`src/rtl/controlfsm.sv`:
```
// rtl/controlfsm.sv - multicycle MIPS main control FSM; optional LI path under CONTROLFSM_LI_EN
module controlfsm (
    input  logic       clk,
    input  logic       reset,
    input  logic [5:0] op,
    input  logic       memready,
    output logic       pcwrite,
    output logic       branch,
    output logic       irwrite,
    output logic       memwrite,
    output logic       regwrite,
    output logic       iord,
    output logic       memtoreg,
    output logic       regdst,
    output logic       alusrca,
    output logic [1:0] alusrcb,
    output logic [1:0] pcsrc,
    output logic [1:0] aluop,
    output logic       illegal
);

    typedef enum logic [3:0] {
        FETCH   = 4'd0,
        DECODE  = 4'd1,
        MEMADR  = 4'd2,
        MEMRD   = 4'd3,
        MEMWB   = 4'd4,
        MEMWR   = 4'd5,
        RTYPEEX = 4'd6,
        RTYPEWB = 4'd7,
        BEQEX   = 4'd8,
        ADDIEX  = 4'd9,
        ADDIWB  = 4'd10,
        JEX     = 4'd11,
        LIEX    = 4'd12,
        LIWB    = 4'd13
    } state_t;

    localparam logic [5:0] OP_LW    = 6'b100011;
    localparam logic [5:0] OP_SW    = 6'b101011;
    localparam logic [5:0] OP_RTYPE = 6'b000000;
    localparam logic [5:0] OP_BEQ   = 6'b000100;
    localparam logic [5:0] OP_ADDI  = 6'b001000;
    localparam logic [5:0] OP_J     = 6'b000010;
    localparam logic [5:0] OP_LI    = 6'b001111;

    state_t     state_q, state_d;
    logic       pcwrite_q, branch_q, memwrite_q, regwrite_q;
    logic       iord_q, memtoreg_q, regdst_q, alusrca_q;
    logic [1:0] alusrcb_q, pcsrc_q, aluop_q;
    logic       legal_op;

    always_comb begin
        legal_op = 1'b1;
        case (op)
            OP_LW, OP_SW, OP_RTYPE, OP_BEQ, OP_ADDI, OP_J: legal_op = 1'b1;
`ifdef CONTROLFSM_LI_EN
            OP_LI:   legal_op = 1'b1;
`endif
            default: legal_op = 1'b0;
        endcase
    end

    always_comb begin
        state_d = FETCH;
        case (state_q)
            FETCH:   state_d = memready ? DECODE : FETCH;
            DECODE: begin
                case (op)
                    OP_LW, OP_SW: state_d = MEMADR;
                    OP_RTYPE:     state_d = RTYPEEX;
                    OP_BEQ:       state_d = BEQEX;
                    OP_ADDI:      state_d = ADDIEX;
                    OP_J:         state_d = JEX;
`ifdef CONTROLFSM_LI_EN
                    OP_LI:        state_d = LIEX;
`endif
                    default:      state_d = FETCH;
                endcase
            end
            MEMADR:  state_d = (op == OP_SW) ? MEMWR : MEMRD;
            MEMRD:   state_d = memready ? MEMWB : MEMRD;
            MEMWR:   state_d = memready ? FETCH : MEMWR;
            RTYPEEX: state_d = RTYPEWB;
            ADDIEX:  state_d = ADDIWB;
`ifdef CONTROLFSM_LI_EN
            LIEX:    state_d = LIWB;
`endif
            default: state_d = FETCH;
        endcase
    end

    // Moore outputs are registered from the next state so they line up with state_q.
    always_ff @(posedge clk or posedge reset) begin
        if (reset) begin
            state_q    <= FETCH;
            pcwrite_q  <= 1'b0;
            branch_q   <= 1'b0;
            memwrite_q <= 1'b0;
            regwrite_q <= 1'b0;
            iord_q     <= 1'b0;
            memtoreg_q <= 1'b0;
            regdst_q   <= 1'b0;
            alusrca_q  <= 1'b0;
            alusrcb_q  <= 2'b01;
            pcsrc_q    <= 2'b00;
            aluop_q    <= 2'b00;
        end else begin
            state_q    <= state_d;
            pcwrite_q  <= 1'b0;
            branch_q   <= 1'b0;
            memwrite_q <= 1'b0;
            regwrite_q <= 1'b0;
            iord_q     <= 1'b0;
            memtoreg_q <= 1'b0;
            regdst_q   <= 1'b0;
            alusrca_q  <= 1'b0;
            alusrcb_q  <= 2'b00;
            pcsrc_q    <= 2'b00;
            aluop_q    <= 2'b00;
            case (state_d)
                FETCH:   alusrcb_q <= 2'b01;
                DECODE:  alusrcb_q <= 2'b11;
                MEMADR: begin
                    alusrca_q <= 1'b1;
                    alusrcb_q <= 2'b10;
                end
                MEMRD:   iord_q <= 1'b1;
                MEMWB: begin
                    regwrite_q <= 1'b1;
                    memtoreg_q <= 1'b1;
                end
                MEMWR: begin
                    iord_q     <= 1'b1;
                    memwrite_q <= 1'b1;
                end
                RTYPEEX: begin
                    alusrca_q <= 1'b1;
                    aluop_q   <= 2'b10;
                end
                RTYPEWB: begin
                    regwrite_q <= 1'b1;
                    regdst_q   <= 1'b1;
                end
                BEQEX: begin
                    alusrca_q <= 1'b1;
                    aluop_q   <= 2'b01;
                    pcsrc_q   <= 2'b01;
                    branch_q  <= 1'b1;
                end
                ADDIEX: begin
                    alusrca_q <= 1'b1;
                    alusrcb_q <= 2'b10;
                end
                ADDIWB:  regwrite_q <= 1'b1;
                JEX: begin
                    pcsrc_q   <= 2'b10;
                    pcwrite_q <= 1'b1;
                end
`ifdef CONTROLFSM_LI_EN
                LIEX: begin
                    alusrca_q <= 1'b1;
                    alusrcb_q <= 2'b10;
                    aluop_q   <= 2'b11;
                end
                LIWB:    regwrite_q <= 1'b1;
`endif
                default: ;
            endcase
        end
    end

    assign irwrite  = (state_q == FETCH) && memready && !reset;
    assign pcwrite  = pcwrite_q || irwrite;
    assign illegal  = (state_q == DECODE) && !legal_op;
    assign branch   = branch_q;
    assign memwrite = memwrite_q;
    assign regwrite = regwrite_q;
    assign iord     = iord_q;
    assign memtoreg = memtoreg_q;
    assign regdst   = regdst_q;
    assign alusrca  = alusrca_q;
    assign alusrcb  = alusrcb_q;
    assign pcsrc    = pcsrc_q;
    assign aluop    = aluop_q;

endmodule

```
`config.mk`:
```
export PLATFORM = sky130hd
export DESIGN_NAME = controlfsm
export DESIGN_NICKNAME = d
export VERILOG_FILES = /design/src/rtl/controlfsm.sv
export SDC_FILE = /design/constraint.sdc
export NUM_CORES = 1
export LEC_CHECK = 0
export CAP_MARGIN = 10
export CORE_MARGIN = 2
export CORE_UTILIZATION = 51
export CTS_BUF_LIST = sky130_fd_sc_hd__clkbuf_4 sky130_fd_sc_hd__clkbuf_8
export DETAILED_ROUTE_END_ITERATION = 7
export PLACE_DENSITY = 0.95
export SYNTH_ARGS = -nofsm -noshare
export SYNTH_HDL_FRONTEND = slang
export SYNTH_SLANG_ARGS = --single-unit
export TNS_END_PERCENT = 50
```
`constraint.sdc`:
```
create_clock -name clk -period 3.4 [get_ports clk]
set_input_delay 1.02 -clock clk [delete_from_list [all_inputs] [get_ports clk]]
set_output_delay 1.02 -clock clk [all_outputs]
set_load 0.01 [all_outputs]
```
After elaboration in Yosys (flattened, before gate mapping)
Index checks and enable logic that the tools add are counted.

Equal/unequal tests: 22. Multiplexer cells: 18. Reductions and logical operators: 15.

Operators with widths (number): 4-bit case mux with 7 select lines (1); 4-bit by 3-bit equality test with 1-bit output, second input constant (6); 4-bit equality test, second input constant (5); 4-bit case mux with 5 select lines (1); 4-bit by 2-bit equality test with 1-bit output, second input constant (4); 6-bit equality test, second input constant (2); 1-bit 2-to-1 mux (10); 3-bit 2-to-1 mux (3); 4-bit by 1-bit equality test with 1-bit output, second input constant (2); 4-bit zero test (2); 2-bit case mux with 2 select lines (2); 6-bit by 2-bit equality test with 1-bit output, second input constant (1); 6-bit by 3-bit equality test with 1-bit output, second input constant (1); 6-bit by 4-bit equality test with 1-bit output, second input constant (1); 6-bit zero test (1); 2-bit case mux with 3 select lines (1); 2-bit OR reduction (3); 6-bit OR reduction (1); 4-bit OR reduction (1); 1-bit logical AND (3); 3-bit OR reduction (1); 1-bit zero test (2); 1-bit logical OR (1).

Flip-flop bits (word level): 18. Input port bits: 9. Word-level logic and storage cells: 67.

Logic depth before layout (Yosys ltp)
Depth in word-level cells: 7. Gate-level depth with buffers: 7. Gate-level depth less buffers: 6.

Worst setup path before layout
No wires, ideal clock.

Path type: input port to output port. Start point: input port op[3]. End point: output port illegal. Arrival: 1808 ps. Required time: 2380 ps. Slack: 572 ps. Cell stages on the path: 4. Path buffers: 1. Path through: buf_2 xor2_1 o211a_1 nor3_1.

Cells in the longest elaborated chain, start to end: 5. Elaborated cells between the ends (all ways): 10.

RTL lines: from (decl) (line 5) `input logic [5:0] op,`; 6-bit equality test, or another cell as far along (line 55) `case (op)`; 6-bit OR reduction * (line 55); 1-bit 2-to-1 mux * (line 55); 1-bit zero test * (line 175) `assign illegal = (state_q == DECODE) && !legal_op;`; 1-bit logical AND * (line 175); to (decl) (line 19) `output logic illegal`.

Every way passes the cells marked *; elsewhere a longest branch is shown, timed or not.

Final worst setup path
Start point: input port memready. End point: output port pcwrite.

Cells in the longest elaborated chain, start to end: 3.

RTL lines: from (decl) (line 6) `input logic memready,`; 1-bit logical AND (2 in series) (line 173) `assign irwrite = (state_q == FETCH) && memready && !reset;`; 1-bit logical OR (line 174) `assign pcwrite = pcwrite_q || irwrite;`; to (decl) (line 7) `output logic pcwrite,`.

No other way between the ends.

==> flow_metrics.env <==
export IMPL_end_kind="primary output"
export IMPL_cts_setup_buffers=0
export IMPL_drcViolationCount=0
export IMPL_utilization=0.779
export IMPL_reg2regPathDepth=5
export IMPL_core_rowCount=14
export IMPL_ant_nets=0
export IMPL_critPathTopFamily="buffers and inverters"
export IMPL_netlist_cell_type_count=34
export IMPL_max_stage_delay_ns=0.44
export IMPL_clkLatencyLatePin_ns=0.29
export IMPL_r2r_start="state_q[2]$_DFF_PP0_"
export IMPL_synth_seq_cells=16
export IMPL_area_delta_synth_final_pct=42.7
export IMPL_crit_cells=6
export IMPL_drt_first_pass_iters=4
export IMPL_cts_buffer_depth=2
export IMPL_wire_per_inst_um=14.5
export IMPL_layout_commonest_cell="clkdlybuf4s50_1"
export IMPL_ctsHoldBuffers=0
export IMPL_grt_pass1_wl_mm=3.26
export IMPL_maxCapViolCount=0
export IMPL_final_cell_mix="clkdlybuf4s50_1, dfrtp_1, buf_4"
export IMPL_dp_hpwl_mm=1.47
export IMPL_r2r_end="pcwrite_q$_DFF_PP0_"
export IMPL_synth_warnings=0
export IMPL_place_congestion=0.819
export IMPL_clock_root_buffer="clkbuf_4"
export IMPL_tightest_slew_ns=0.573
export IMPL_crit_slowest_cell="clkdlybuf4s50_1"
export IMPL_ys_top_cells_by_area="dfrtp_1, nor3_1, nor3b_1"
export IMPL_rsz0062_at_grt="no"
export IMPL_hold_start="state_q[0]$_DFF_PP0_"
export IMPL_final_setup_viol_count=0
export IMPL_cts_sinks=16
export IMPL_cts_htree_levels=1
export IMPL_io_pins=25
export IMPL_power_density_nw_per_um2=535
export IMPL_grt_max_degree=17
export IMPL_clk_pin_slew_worst_paths_ns=0.09
export IMPL_grt_use_total=0.227
export IMPL_ys_flop_type="dfrtp_1"
export IMPL_n_fill_cell=98
export IMPL_dp_cells=130
export IMPL_min_to="memtoreg$_DFF_PP0_"
export IMPL_maxSlewHeadroom=0.618
export IMPL_die_width_um=44.4
export IMPL_drv_slew=0
export IMPL_period_share=0.982
export IMPL_path_cells="clkdlybuf4s50_1 > nor3b_4 > nand2_1 > nor2_2 > or2_2 > dlygate4sd2_1"
export IMPL_multiInputGateArea_um2=402
export IMPL_ir_drop_mv=0.430
export IMPL_synth_enable_flop_cells=0
export IMPL_power_mw=0.636
export IMPL_outcome="completed"
export IMPL_die_area_um2=1970
export IMPL_async_flop_share=1.00
export IMPL_grt_ovfl_total=0
export IMPL_grt_pass1_vias=760
export IMPL_synth_top_area_frac=0.451
export IMPL_setup_worst_path_start_class="input pin"
export IMPL_finalHoldViolCount=0
export IMPL_drive_gt1_frac=0.186
export IMPL_final_nets=128
export IMPL_reg2reg_slack_ns=1.54
export IMPL_hold_depth=2
export IMPL_hold_path_class="reg2reg"
export IMPL_io_buffers=24
export IMPL_fin_cells=134
export IMPL_post_route_min_period_ns=3.34
export IMPL_synth_seq_area_share=0.483
export IMPL_cp_required_ns=2.38
export IMPL_antenna_found_initial=0
export IMPL_path_class="in2out"
export IMPL_syn_nets=96
export IMPL_cp_max_fo=2
export IMPL_antennaDiodeCount=0
export IMPL_p_leak_nw=0.589
export IMPL_synth_area_leader_cell="dfrtp_1"
export IMPL_drtIter0Drc=10
export IMPL_cp_buffers_inverters=2
export IMPL_finalWirelength_mm=1.95
export IMPL_die_y_um=44.4
export IMPL_syn_area_um2=832
export IMPL_core_area_um2=1520
export IMPL_fin_skew_ns=0.000760
export IMPL_seq_area_um2=402
export IMPL_arrival_ns=2.32
export IMPL_start_util=0.546
export IMPL_cts_buffers=3
export IMPL_via_per_inst=5.75
export IMPL_postSynthCellCount=87
export IMPL_fmax_ghz=0.299
export IMPL_via_count=771
export IMPL_cts_tree="built"
export IMPL_synth_avg_cell_area_um2=9.56
stage by stage:
stage	hold slack, ns	setup WS, ns	area (um2)	setup TNS, ns
6_report	0.665	0.0595	1190	0
3_5_place_dp	0.616	-0.271	1120	-0.727
4_1_cts	0.639	0.0189	1170	0
3_3_place_gp	0.599	-0.253	1120	-0.666
5_1_grt	0.687	0.0137	1190	0
2_1_floorplan	0.498	0.572	832	0
state kept, by name (all words and copies together) (netlist names):
register	flops
memtoreg	1
memwrite	1
regdst	1
state_q	4
branch	1
iord	1
pcsrc	1
pcwrite_q	1
regwrite	1
alusrca	1
aluop	1
alusrcb	2
how the worst max path moves through the flow:
| stage | start | endpoint |
|---|---|---|
| 2_1_floorplan | op[3] | illegal |
| 3_3_place_gp | op[1] | illegal |
| 3_5_place_dp | memready | pcwrite |
| 4_1_cts | op[5] | illegal |
| 5_1_grt | memready | pcwrite |
| 6_report | memready | pcwrite |
power breakdown:
part           switching, mW  leakage, nW  internal, mW
registers             0.0382        0.216         0.226
logic                  0.121        0.353         0.127
clock network         0.0582       0.0210        0.0653
worst min-delay path, stage by stage, from the launching register on:
cell and delay, ns:
dfrtp_1 0.50, nand2_1 0.10, nor2_1 0.03
synthesized netlist by cell type, drive strengths merged, types with 2 or more instances:
cell,number
dfrtp,15
buf,6
inv,6
nor2,6
nor3,6
nor3b,5
o21ai,5
a21oi,4
nand2,4
and3,3
nand3,3
nor2b,3
nand4,2
o211ai,2
or2,2
or2b,2
xor2,2
cell type report:
class                           instances  area share
Tap cell                               16      0.0169
Multi-Input combinational cell         59       0.338
Timing Repair Buffer                   33       0.257
Clock buffer                            4      0.0306
Inverter                                6      0.0190
Sequential cell                        16       0.338
timing repair:
action,in CTS,in global routing
hold endpoints to repair,0,0
gates resized for setup,6,7
pin swaps,1,0
endpoints found under the setup margin,3,2
metal layers:
metal	wire length (um)	GRT usage	vias to the layer above
met5	0	0	-
met3	133	0.0816	7
met1	797	0.263	363
met4	46	0.0909	0
li1	-	-	371
met2	969	0.382	30
logic make-up (layout without fill, tap and decap cells):
kind of cell / count (synthesis) / count (layout) / share of synthesized area
xor gates and xnor gates: 2 / 2 / 0.0211
buffers and inverters: 12 / 43 / 0.0692
AOI/OAI and AO/OA: 18 / 18 / 0.149
DFF: 16 / 16 / 0.483
and+or+nand+nor: 39 / 39 / 0.278
(Power assumes the default switching activity.)
